--- src/rtl/pc_fetch_ctrl.sv ---
// pc_fetch_ctrl: program counter and instruction-fetch request generator.
// Issues fetch addresses over a req/ack handshake, honours stall_i[0], and
// latches branch/exception redirects so none is lost while stalled or waiting.
// Optional feature macro: PC_ALIGN_CHECK_EN (misaligned redirect target fault).
//
// Handshake: fetch_req_o/fetch_addr_o form a valid/ready pair with
// fetch_ack_i as ready. Once fetch_req_o is raised, it and fetch_addr_o hold
// unchanged until the cycle fetch_ack_i is sampled high. Only the
// synchronous reset withdraws a request without an ack.
module pc_fetch_ctrl #(
  parameter int                 ADDR_W       = 32,
  parameter logic [ADDR_W-1:0]  RESET_VECTOR = 32'hBFC0_0000,
  parameter logic [ADDR_W-1:0]  EXC_VECTOR   = 32'hBFC0_0380,
  parameter int                 STALL_W      = 6
) (
  input  logic                clk,
  input  logic                rst,
  input  logic [STALL_W-1:0]  stall_i,
  input  logic                branch_en_i,
  input  logic [ADDR_W-1:0]   branch_addr_i,
  input  logic                exc_en_i,
  input  logic [ADDR_W-1:0]   exc_addr_i,
  output logic                fetch_req_o,
  output logic [ADDR_W-1:0]   fetch_addr_o,
  input  logic                fetch_ack_i,
  output logic [ADDR_W-1:0]   pc_o,
  output logic                pc_valid_o,
  output logic [3:0]          ram_op_o,
  output logic                redirect_pending_o,
  output logic                adel_o,
  output logic [ADDR_W-1:0]   badaddr_o,
  output logic                dbg_state_o
);

  typedef enum logic {S_IDLE = 1'b0, S_ISSUE = 1'b1} state_t;

  state_t             r_state, w_state_nxt;
  logic               r_fetch_req, w_req_nxt;
  logic [ADDR_W-1:0]  r_fetch_addr, w_addr_nxt;
  logic [ADDR_W-1:0]  r_next_pc, w_next_pc_nxt;
  logic [ADDR_W-1:0]  r_pc, w_pc_nxt;
  logic               r_pc_valid, w_pcv_nxt;
  logic               r_pend, w_pend_nxt;
  logic               r_pend_exc, w_pend_exc_nxt;
  logic [ADDR_W-1:0]  r_pend_addr, w_pend_addr_nxt;

  // Incoming redirect this cycle; an exception beats a simultaneous branch.
  logic               w_in_valid;
  logic [ADDR_W-1:0]  w_in_addr;
  // Pending redirect merged with the incoming one by class priority.
  logic               w_in_take;
  logic               w_mrg_valid;
  logic               w_mrg_exc;
  logic [ADDR_W-1:0]  w_mrg_addr;
  // Redirect target being applied this cycle and its resolved pc.
  logic               w_acc;
  logic [ADDR_W-1:0]  w_apply_tgt;
  logic [ADDR_W-1:0]  w_res_pc;
  logic               w_unused_stall;

  assign w_unused_stall = ^stall_i;

  assign w_in_valid  = exc_en_i | branch_en_i;
  assign w_in_addr   = exc_en_i ? exc_addr_i : branch_addr_i;
  // A branch cannot displace a pending exception; anything else newer wins.
  assign w_in_take   = exc_en_i | (branch_en_i & ~(r_pend & r_pend_exc));
  assign w_mrg_valid = r_pend | w_in_take;
  assign w_mrg_exc   = w_in_take ? exc_en_i : r_pend_exc;
  assign w_mrg_addr  = w_in_take ? w_in_addr : r_pend_addr;

  assign w_acc       = (r_state == S_ISSUE) & fetch_ack_i;
  // On acceptance the incoming pulse is folded in directly; in IDLE only the
  // already-latched redirect is applied.
  assign w_apply_tgt = w_acc ? w_mrg_addr : r_pend_addr;

`ifdef PC_ALIGN_CHECK_EN
  logic w_apply_valid;
  logic w_fault;
  logic r_adel;
  logic [ADDR_W-1:0] r_badaddr;

  assign w_apply_valid = w_acc ? w_mrg_valid : ((r_state == S_IDLE) & r_pend);
  assign w_fault       = w_apply_valid & (w_apply_tgt[1:0] != 2'b00);
  assign w_res_pc      = (w_apply_tgt[1:0] != 2'b00) ? EXC_VECTOR : w_apply_tgt;

  // Fault pulse and faulting target, captured at the edge that applies it.
  always_ff @(posedge clk) begin
    if (rst) begin
      r_adel    <= 1'b0;
      r_badaddr <= '0;
    end else begin
      r_adel <= w_fault;
      if (w_fault) r_badaddr <= w_apply_tgt;
    end
  end

  assign adel_o    = r_adel;
  assign badaddr_o = r_badaddr;
`else
  logic w_unused_tgt_bits;
  assign w_unused_tgt_bits = ^w_apply_tgt[1:0];
  assign w_res_pc  = {w_apply_tgt[ADDR_W-1:2], 2'b00};
  assign adel_o    = 1'b0;
  assign badaddr_o = '0;
`endif

  // State and datapath registers.
  always_ff @(posedge clk) begin
    if (rst) begin
      r_state      <= S_IDLE;
      r_fetch_req  <= 1'b0;
      r_fetch_addr <= RESET_VECTOR;
      r_next_pc    <= RESET_VECTOR;
      r_pc         <= '0;
      r_pc_valid   <= 1'b0;
      r_pend       <= 1'b0;
      r_pend_exc   <= 1'b0;
      r_pend_addr  <= '0;
    end else begin
      r_state      <= w_state_nxt;
      r_fetch_req  <= w_req_nxt;
      r_fetch_addr <= w_addr_nxt;
      r_next_pc    <= w_next_pc_nxt;
      r_pc         <= w_pc_nxt;
      r_pc_valid   <= w_pcv_nxt;
      r_pend       <= w_pend_nxt;
      r_pend_exc   <= w_pend_exc_nxt;
      r_pend_addr  <= w_pend_addr_nxt;
    end
  end

  // Next-state, fetch issue, pc update and redirect latch bookkeeping.
  always_comb begin
    w_state_nxt     = r_state;
    w_req_nxt       = r_fetch_req;
    w_addr_nxt      = r_fetch_addr;
    w_next_pc_nxt   = r_next_pc;
    w_pc_nxt        = r_pc;
    w_pcv_nxt       = 1'b0;
    w_pend_nxt      = r_pend;
    w_pend_exc_nxt  = r_pend_exc;
    w_pend_addr_nxt = r_pend_addr;
    case (r_state)
      S_IDLE: begin
        if (r_pend) w_next_pc_nxt = w_res_pc;
        // Latched redirect is consumed; only a fresh pulse stays pending.
        w_pend_nxt     = w_in_valid;
        w_pend_exc_nxt = exc_en_i;
        if (w_in_valid) w_pend_addr_nxt = w_in_addr;
        if (!stall_i[0]) begin
          w_state_nxt = S_ISSUE;
          w_req_nxt   = 1'b1;
          w_addr_nxt  = r_pend ? w_res_pc : r_next_pc;
        end
      end
      S_ISSUE: begin
        if (fetch_ack_i) begin
          w_pc_nxt      = r_fetch_addr;
          w_pcv_nxt     = 1'b1;
          w_next_pc_nxt = w_mrg_valid ? w_res_pc : r_fetch_addr + ADDR_W'(4);
          w_pend_nxt    = 1'b0;
          if (stall_i[0]) begin
            w_state_nxt = S_IDLE;
            w_req_nxt   = 1'b0;
          end else begin
            w_addr_nxt  = w_next_pc_nxt;
          end
        end else begin
          w_pend_nxt      = w_mrg_valid;
          w_pend_exc_nxt  = w_mrg_exc;
          w_pend_addr_nxt = w_mrg_addr;
        end
      end
      default: begin
        w_state_nxt = S_IDLE;
        w_req_nxt   = 1'b0;
      end
    endcase
  end

  assign fetch_req_o        = r_fetch_req;
  assign fetch_addr_o       = r_fetch_addr;
  assign pc_o               = r_pc;
  assign pc_valid_o         = r_pc_valid;
  assign ram_op_o           = r_fetch_req ? 4'b1000 : 4'b0000;
  assign redirect_pending_o = r_pend;
  assign dbg_state_o        = (r_state == S_ISSUE);

endmodule
--- config.mk ---
export PLATFORM = sky130hd
export DESIGN_NAME = pc_fetch_ctrl
export DESIGN_NICKNAME = d
export VERILOG_FILES = /design/src/rtl/pc_fetch_ctrl.sv
export SDC_FILE = /design/constraint.sdc
export NUM_CORES = 1
export LEC_CHECK = 0
export ABC_AREA = 1
export BUFFER_PORTS_ARGS = -buffer_cell sky130_fd_sc_hd__buf_2
export CELL_PAD_IN_SITES_DETAIL_PLACEMENT = 1
export CELL_PAD_IN_SITES_GLOBAL_PLACEMENT = 2
export CORE_ASPECT_RATIO = 0.75
export CORE_UTILIZATION = 30
export DETAILED_ROUTE_END_ITERATION = 10
export GPL_TIMING_DRIVEN = 0
export PLACE_DENSITY = 0.9
export RECOVER_POWER = 100
export SETUP_SLACK_MARGIN = 0.1
export SLEW_MARGIN = 30
export SYNTH_ARGS = -nofsm -noshare
export SYNTH_HDL_FRONTEND = slang
export SYNTH_SLANG_ARGS = --single-unit
--- constraint.sdc ---
create_clock -name clk -period 4.5 [get_ports clk]
set_input_delay 0.225 -clock clk [delete_from_list [all_inputs] [get_ports clk]]
set_output_delay 0.225 -clock clk [all_outputs]
set_load 0.03 [all_outputs]
Yosys cells after proc, flatten, opt, wreduce, memory -nomap -nowiden

Cells that the tools add are included.

Logic and storage cells: 59
Register bits after elaboration: 133
Bits of input ports: 75

Add/sub/neg operators: 1
Bitwise gates (word level): 8
Reduce and logical (&&, ||, !) cells: 6
Mux-type cells: 28
Equality and inequality tests: 7

Operators by type and width:

| operator                                      | number |
|---|---|
| 2-to-1 mux 32 bit                             | 11 |
| case mux 32 bit (2 select lines)              | 3 |
| adder 32 x 3 -> 32 bit, second input constant | 1 |
| != test 2 bit, second input constant          | 6 |
| 2-to-1 mux 1 bit                              | 9 |
| case mux 1 bit (2 select lines)               | 4 |
| AND reduction 2 bit                           | 3 |
| AND reduction 3 bit                           | 2 |
| 2-to-1 mux 4 bit                              | 1 |
| bitwise AND 1 bit                             | 3 |
| OR 1 bit                                      | 3 |
| != test 2 x 1 -> 1 bit, second input constant | 1 |
| NOT 1 bit                                     | 2 |
| OR reduction 2 bit                            | 1 |

Logic depth before layout (Yosys ltp)

Depth in word-level cells: 10
Depth in mapped cells: 14
Mapped depth without buffers: 13

Least setup slack after synthesis

No wires, ideal clock.

Path type: reg-to-reg
From: register r_fetch_addr[3], in the netlist fetch_addr_o[3]
To: register r_fetch_addr[22], in the netlist fetch_addr_o[22]
Arrival: 1.740 ns
Stages on the path, launching flop included: 13
Library setup time: 0.115 ns
Clock period less this slack: 1.855 ns
Path slack: 2.645 ns
Cell sequence: dfxtp_1 -> ha_1 -> nand3_2 -> inv_1 -> nand2_1 -> nor2_2 -> inv_1 -> o21ai_1 -> nand3_1 -> nand2_1 -> nand2_1 -> nand2_1 -> nand2_1

Word-level cells in the longest chain between the ends: 5

RTL lines:

| item                             | RTL line | text |
|---|---|---|
| start: declaration               | 39       | `logic [ADDR_W-1:0] r_fetch_addr, w_addr_nxt;` |
| start signal: assignment         | 122      | `r_fetch_addr <= w_addr_nxt;` |
| adder 32 x 3 -> 32 bit           | 160      | `w_next_pc_nxt = w_mrg_valid ? w_res_pc : r_fetch_addr + ADDR_W'(4);` |
| 2-to-1 mux 32 bit                | 160      |  |
| 2-to-1 mux 32 bit                | 162      | `if (stall_i[0]) begin` |
| 2-to-1 mux 32 bit                | 157      | `if (fetch_ack_i) begin` |
| case mux 32 bit (2 select lines) | 143      | `case (r_state)` |

Every way passes these cells. The select of a mux whose other input is x is not followed.
A chain may end at the register's enable or synchronous reset.

Worst setup path after layout

From: register r_state, in the netlist dbg_state_o
To: register r_fetch_addr[13], in the netlist fetch_addr_o[13]

Word-level cells in the longest chain between the ends: 6

RTL lines:

| item                             | RTL line | text |
|---|---|---|
| start: declaration               | 37       | `state_t r_state, w_state_nxt;` |
| start signal: assignment         | 120      | `r_state <= w_state_nxt;` |
| bitwise AND 1 bit                | 71       | `assign w_acc = (r_state == S_ISSUE) & fetch_ack_i;` |
| 2-to-1 mux 32 bit                | 74       | `assign w_apply_tgt = w_acc ? w_mrg_addr : r_pend_addr;` |
| 2-to-1 mux 32 bit                | 160      |  |
| 2-to-1 mux 32 bit                | 162      |  |
| 2-to-1 mux 32 bit                | 157      |  |
| case mux 32 bit (2 select lines) | 143      |  |

Several ways; a longest one is shown, not always the timed one. The select of a mux whose other input is x is not followed.

==> results.rst <==
.. list-table::
   :header-rows: 1

   * - Metric
     - Value
   * - Result of the run
     - complete, no violations
   * - First-pass GRT wire length
     - 48.0 mm
   * - RSZ-0062 raised after global routing
     - no
   * - Startpoint class of the critical path
     - flop
   * - VDD IR max
     - 0.280 mV
   * - Type of element capturing the critical path
     - flop
   * - Area inside the core boundary
     - 24,900 um2
   * - Number of cells produced by synthesis
     - 1,209
   * - Die height
     - 140 um
   * - Final hold violation count
     - 0
   * - Power density over cell area
     - 381 nW/um2
   * - Post-synthesis to final-layout area growth
     - 21.8%
   * - Vias
     - 8,640
   * - CTS sink count
     - 131
   * - Fin crit share
     - 64.0%
   * - Antenna violations before repair
     - 0
   * - Via count of the first global-routing pass
     - 8,689
   * - Sum Neg Setup Slack
     - 0 ns
   * - Number of CTS-inserted buffers
     - 17
   * - Clock transition at the register clock pins on the worst setup and hold paths after CTS
     - 0.06 ns
   * - Worst slew slack as a fraction of its limit
     - 43.9%
   * - Final period demand of the worst path
     - 2.88 ns
   * - Launching point of the worst reg2reg path
     - dbg_state_o
   * - Instance count after placement with tap cells included
     - 1,715
   * - Number of register bits inferred by synthesis
     - 131
   * - Total of hold buffers inserted after clock tree synthesis
     - 0
   * - Post-cts sizing count
     - 0
   * - Via count normalized by instance count
     - 4.95
   * - Number of inserted diodes
     - 0
   * - Achievable clock frequency
     - 347 MHz
   * - Top area cells in the synthesized netlist
     - sky130_fd_sc_hd__dfxtp_1, sky130_fd_sc_hd__nand2_1, sky130_fd_sc_hd__nand3_1
   * - Iteration-0 DRC count of the detailed router
     - 588
   * - Worst hold path stage count
     - 2
   * - Path type of the worst min-delay path
     - in2reg
   * - Top-level port count
     - 180
   * - Pins Over Slew Limit
     - 0
   * - H-tree depth reported by CTS
     - 4
   * - Clock root buffer
     - sky130_fd_sc_hd__clkbuf_16
   * - Critical path's slowest cell
     - sky130_fd_sc_hd__o21ai_0
   * - Reg2reg path depth
     - 10
   * - Number of iterations in the first detailed-routing pass
     - 4
   * - Clock latency at the later pin of the worst-skew pair
     - 0.45 ns
   * - Die W
     - 186 um
   * - Layout net count
     - 1,472
   * - FF-to-FF End
     - fetch_addr_o[13]
   * - Share of the synthesized area in the top cell type
     - 34.5%
   * - Final Skew
     - 0.0151 ns
   * - Number of buffers inserted to repair setup after CTS
     - 0
   * - DR DRC count
     - 0
   * - Cell area after technology mapping
     - 7600 um2
   * - CP Data Required Time
     - 4.84 ns
   * - Cell type with the highest aggregate area in the netlist
     - sky130_fd_sc_hd__dfxtp_1
   * - Post-synthesis cell type count
     - 36
   * - WL/cell
     - 17.8 um
   * - Worst Setup Path Type
     - reg2reg
   * - Largest stage delay, worst path
     - 0.54 ns
   * - Arrival time of data at the critical path endpoint
     - 3.22 ns
   * - Measured slew at the worst slew-check pin
     - 0.842 ns
   * - Syn. warnings
     - 0
   * - Die area
     - 26,000 um2
   * - Final weighted congestion in routability-driven placement
     - 0.907
   * - Worst Min Path Start
     - stall_i[0]
   * - Detailed-placement wirelength estimate
     - 24.4 mm
   * - Average footprint of a synthesized cell
     - 6.29 um2
   * - # rows
     - 50
   * - Largest net degree at the start of global routing
     - 17
   * - Source of the critical timing path
     - dbg_state_o
   * - Power Total
     - 3520 uW
   * - CTS tree
     - built
   * - Worst reg-to-reg setup slack
     - 1.62 ns
   * - Largest fanout on the critical path
     - 10
   * - Final setup violation count
     - 0
   * - End point of the most critical hold path
     - dbg_state_o
   * - Lkg Pwr
     - 0.00454 uW
   * - Fraction of layout instances using a drive strength above 1
     - 11.9%
   * - Total congestion overflow after global routing
     - 0
   * - Maximum root-to-sink buffer count
     - 2
   * - Proportion of synthesized chip area in sequential cells
     - 34.5%
   * - Number of max-cap violations
     - 0
   * - Worst-path cell chain
     - nand2_1 > inv_1 > nand2_1 > clkbuf_1 > o21ai_0 > nand2_1 > nand3_1 > nand3_1 > nand2_1 > inv_1
   * - # fillers
     - 3,406
   * - Final std cells w/o fill
     - 1,747
   * - Buffers added on ports
     - 133
   * - Most common cell type on the critical path
     - sky130_fd_sc_hd__nand2_1
   * - Total wire length after detailed routing
     - 31.1 mm
   * - Number of nets with antenna violations after detailed routing
     - 0
   * - Starting Density
     - 30.5%
   * - Total global routing track utilization
     - 24.5%
==> critical path: cells and delay by family, from the launching register on <==
family / cells / cell delay, ns
and+or+nand+nor: 6 / 1.03
buffers and inverters: 3 / 0.76
AOI/OAI and AO/OA: 1 / 0.54
DFF: 1 / 0.46
==> sequential cells by signal (all words and copies together), names as in the netlist <==
register and flops:
fetch_addr_o 32, r_next_pc 32, r_pend_addr 30, fetch_req_o 1, pc_o 32, redirect_pending_o 1
pc_valid_o 1, dbg_state_o 1, r_pend_exc 1
==> placed cells by master (no fill, tap or decap), types with 3 or more instances in the layout <==
cell,synthesis,routed
sky130_fd_sc_hd__nand2_1,311,314
sky130_fd_sc_hd__inv_1,152,154
sky130_fd_sc_hd__dfxtp_1,131,131
sky130_fd_sc_hd__clkbuf_1,37,118
sky130_fd_sc_hd__nand3_1,115,116
sky130_fd_sc_hd__o21ai_0,99,106
sky130_fd_sc_hd__nor2_1,91,92
sky130_fd_sc_hd__a21oi_1,77,77
sky130_fd_sc_hd__buf_2,17,75
sky130_fd_sc_hd__buf_4,44,42
sky130_fd_sc_hd__conb_1,1,36
sky130_fd_sc_hd__o21ai_1,38,33
sky130_fd_sc_hd__a211oi_1,17,17
sky130_fd_sc_hd__clkbuf_16,0,17
sky130_fd_sc_hd__o211ai_1,14,14
sky130_fd_sc_hd__nor2_2,6,5
sky130_fd_sc_hd__buf_1,6,5
sky130_fd_sc_hd__mux2i_1,5,5
sky130_fd_sc_hd__nand4_1,4,4
sky130_fd_sc_hd__or2_2,4,4
sky130_fd_sc_hd__a21o_1,4,4
sky130_fd_sc_hd__clkinvlp_4,0,4
sky130_fd_sc_hd__clkinv_2,0,4
sky130_fd_sc_hd__inv_2,5,3
sky130_fd_sc_hd__xor2_1,3,3
sky130_fd_sc_hd__buf_6,3,3
sky130_fd_sc_hd__o21bai_1,3,3
sky130_fd_sc_hd__clkbuf_8,0,3
==> report_power, final <==
group	switching (uW)	internal [uW]
logic	574	241
registers	84.9	1270
clock network	560	798
total	1220	2310
==> kinds of logic after synthesis <==
logic type / after synthesis / share of synthesized area, %
compound gates: 260 / 18.7
xor+xnor: 3 / 0.346
fa+ha+maj: 1 / 0.165
buf+inv: 265 / 15.8
flops: 131 / 34.5
mux: 7 / 0.954
other cells: 1 / 0.0493
simple gates: 541 / 29.5
==> per-stage QoR <==
| step | instance area (um2) | setup WS, ns | utilization (%) | hold WS (ns) |
|---|---|---|---|---|
| after floorplan | 7730 | 2.64 | - | 0.315 |
| after global placement | 8820 | 2.18 | 35.4 | 0.440 |
| after detailed placement | 8820 | 2.12 | 35.4 | 0.452 |
| after CTS | 9380 | 2.06 | 37.7 | 0.0353 |
| after global routing | 9260 | 1.43 | 37.2 | 0.0541 |
| final | 9260 | 1.62 | 37.2 | 0.0417 |
==> synthesized netlist by cell type <==
master and number:
sky130_fd_sc_hd__nand2_1 311, sky130_fd_sc_hd__inv_1 152, sky130_fd_sc_hd__dfxtp_1 131, sky130_fd_sc_hd__nand3_1 115, sky130_fd_sc_hd__o21ai_0 99, sky130_fd_sc_hd__nor2_1 91
sky130_fd_sc_hd__a21oi_1 77, sky130_fd_sc_hd__buf_4 44, sky130_fd_sc_hd__o21ai_1 38, sky130_fd_sc_hd__clkbuf_1 37, sky130_fd_sc_hd__a211oi_1 17, sky130_fd_sc_hd__buf_2 17
sky130_fd_sc_hd__o211ai_1 14, sky130_fd_sc_hd__buf_1 6, sky130_fd_sc_hd__nor2_2 6, sky130_fd_sc_hd__inv_2 5, sky130_fd_sc_hd__mux2i_1 5, sky130_fd_sc_hd__a21o_1 4
sky130_fd_sc_hd__nand2_2 4, sky130_fd_sc_hd__nand4_1 4, sky130_fd_sc_hd__o21ai_2 4, sky130_fd_sc_hd__or2_2 4, sky130_fd_sc_hd__buf_6 3, sky130_fd_sc_hd__o21bai_1 3
sky130_fd_sc_hd__xor2_1 3, sky130_fd_sc_hd__mux2_2 2, sky130_fd_sc_hd__nand3_2 2, sky130_fd_sc_hd__nor3_1 2, sky130_fd_sc_hd__o31ai_1 2, sky130_fd_sc_hd__a21oi_2 1
sky130_fd_sc_hd__a31oi_1 1, sky130_fd_sc_hd__and3_1 1, sky130_fd_sc_hd__clkinv_1 1, sky130_fd_sc_hd__conb_1 1, sky130_fd_sc_hd__ha_1 1, sky130_fd_sc_hd__nand3b_1 1
==> worst max path at each step <==
stage	end	slack (ns)	cells past startpoint
after floorplan	fetch_addr_o[22]	2.64	12
after global placement	fetch_addr_o[18]	2.18	12
after detailed placement	fetch_addr_o[18]	2.12	12
after CTS	fetch_addr_o[18]	2.06	12
after global routing	fetch_addr_o[13]	1.43	10
final	fetch_addr_o[13]	1.62	10
==> routing by layer <==
layer	wire length (um)	global-route usage [%]	vias up
met1	14900	33.9	4167
met3	2030	5.50	43
met2	13400	37.5	251
li1	-	-	4179
met5	0	0	-
met4	760	7.64	0
==> area by class of cell <==
type	count	area, um2	share of cell area (%)
repair buffers	133	579	6.26
inverters	158	593	6.41
plain buffers	107	596	6.43
well taps	338	423	4.57
flip-flops and latches	131	2620	28.3
clock buffers	23	478	5.16
multi-input cells	848	3890	42.0
clock inverters	9	80.1	0.865
Note: power is estimated with default switching activity, not from simulation.
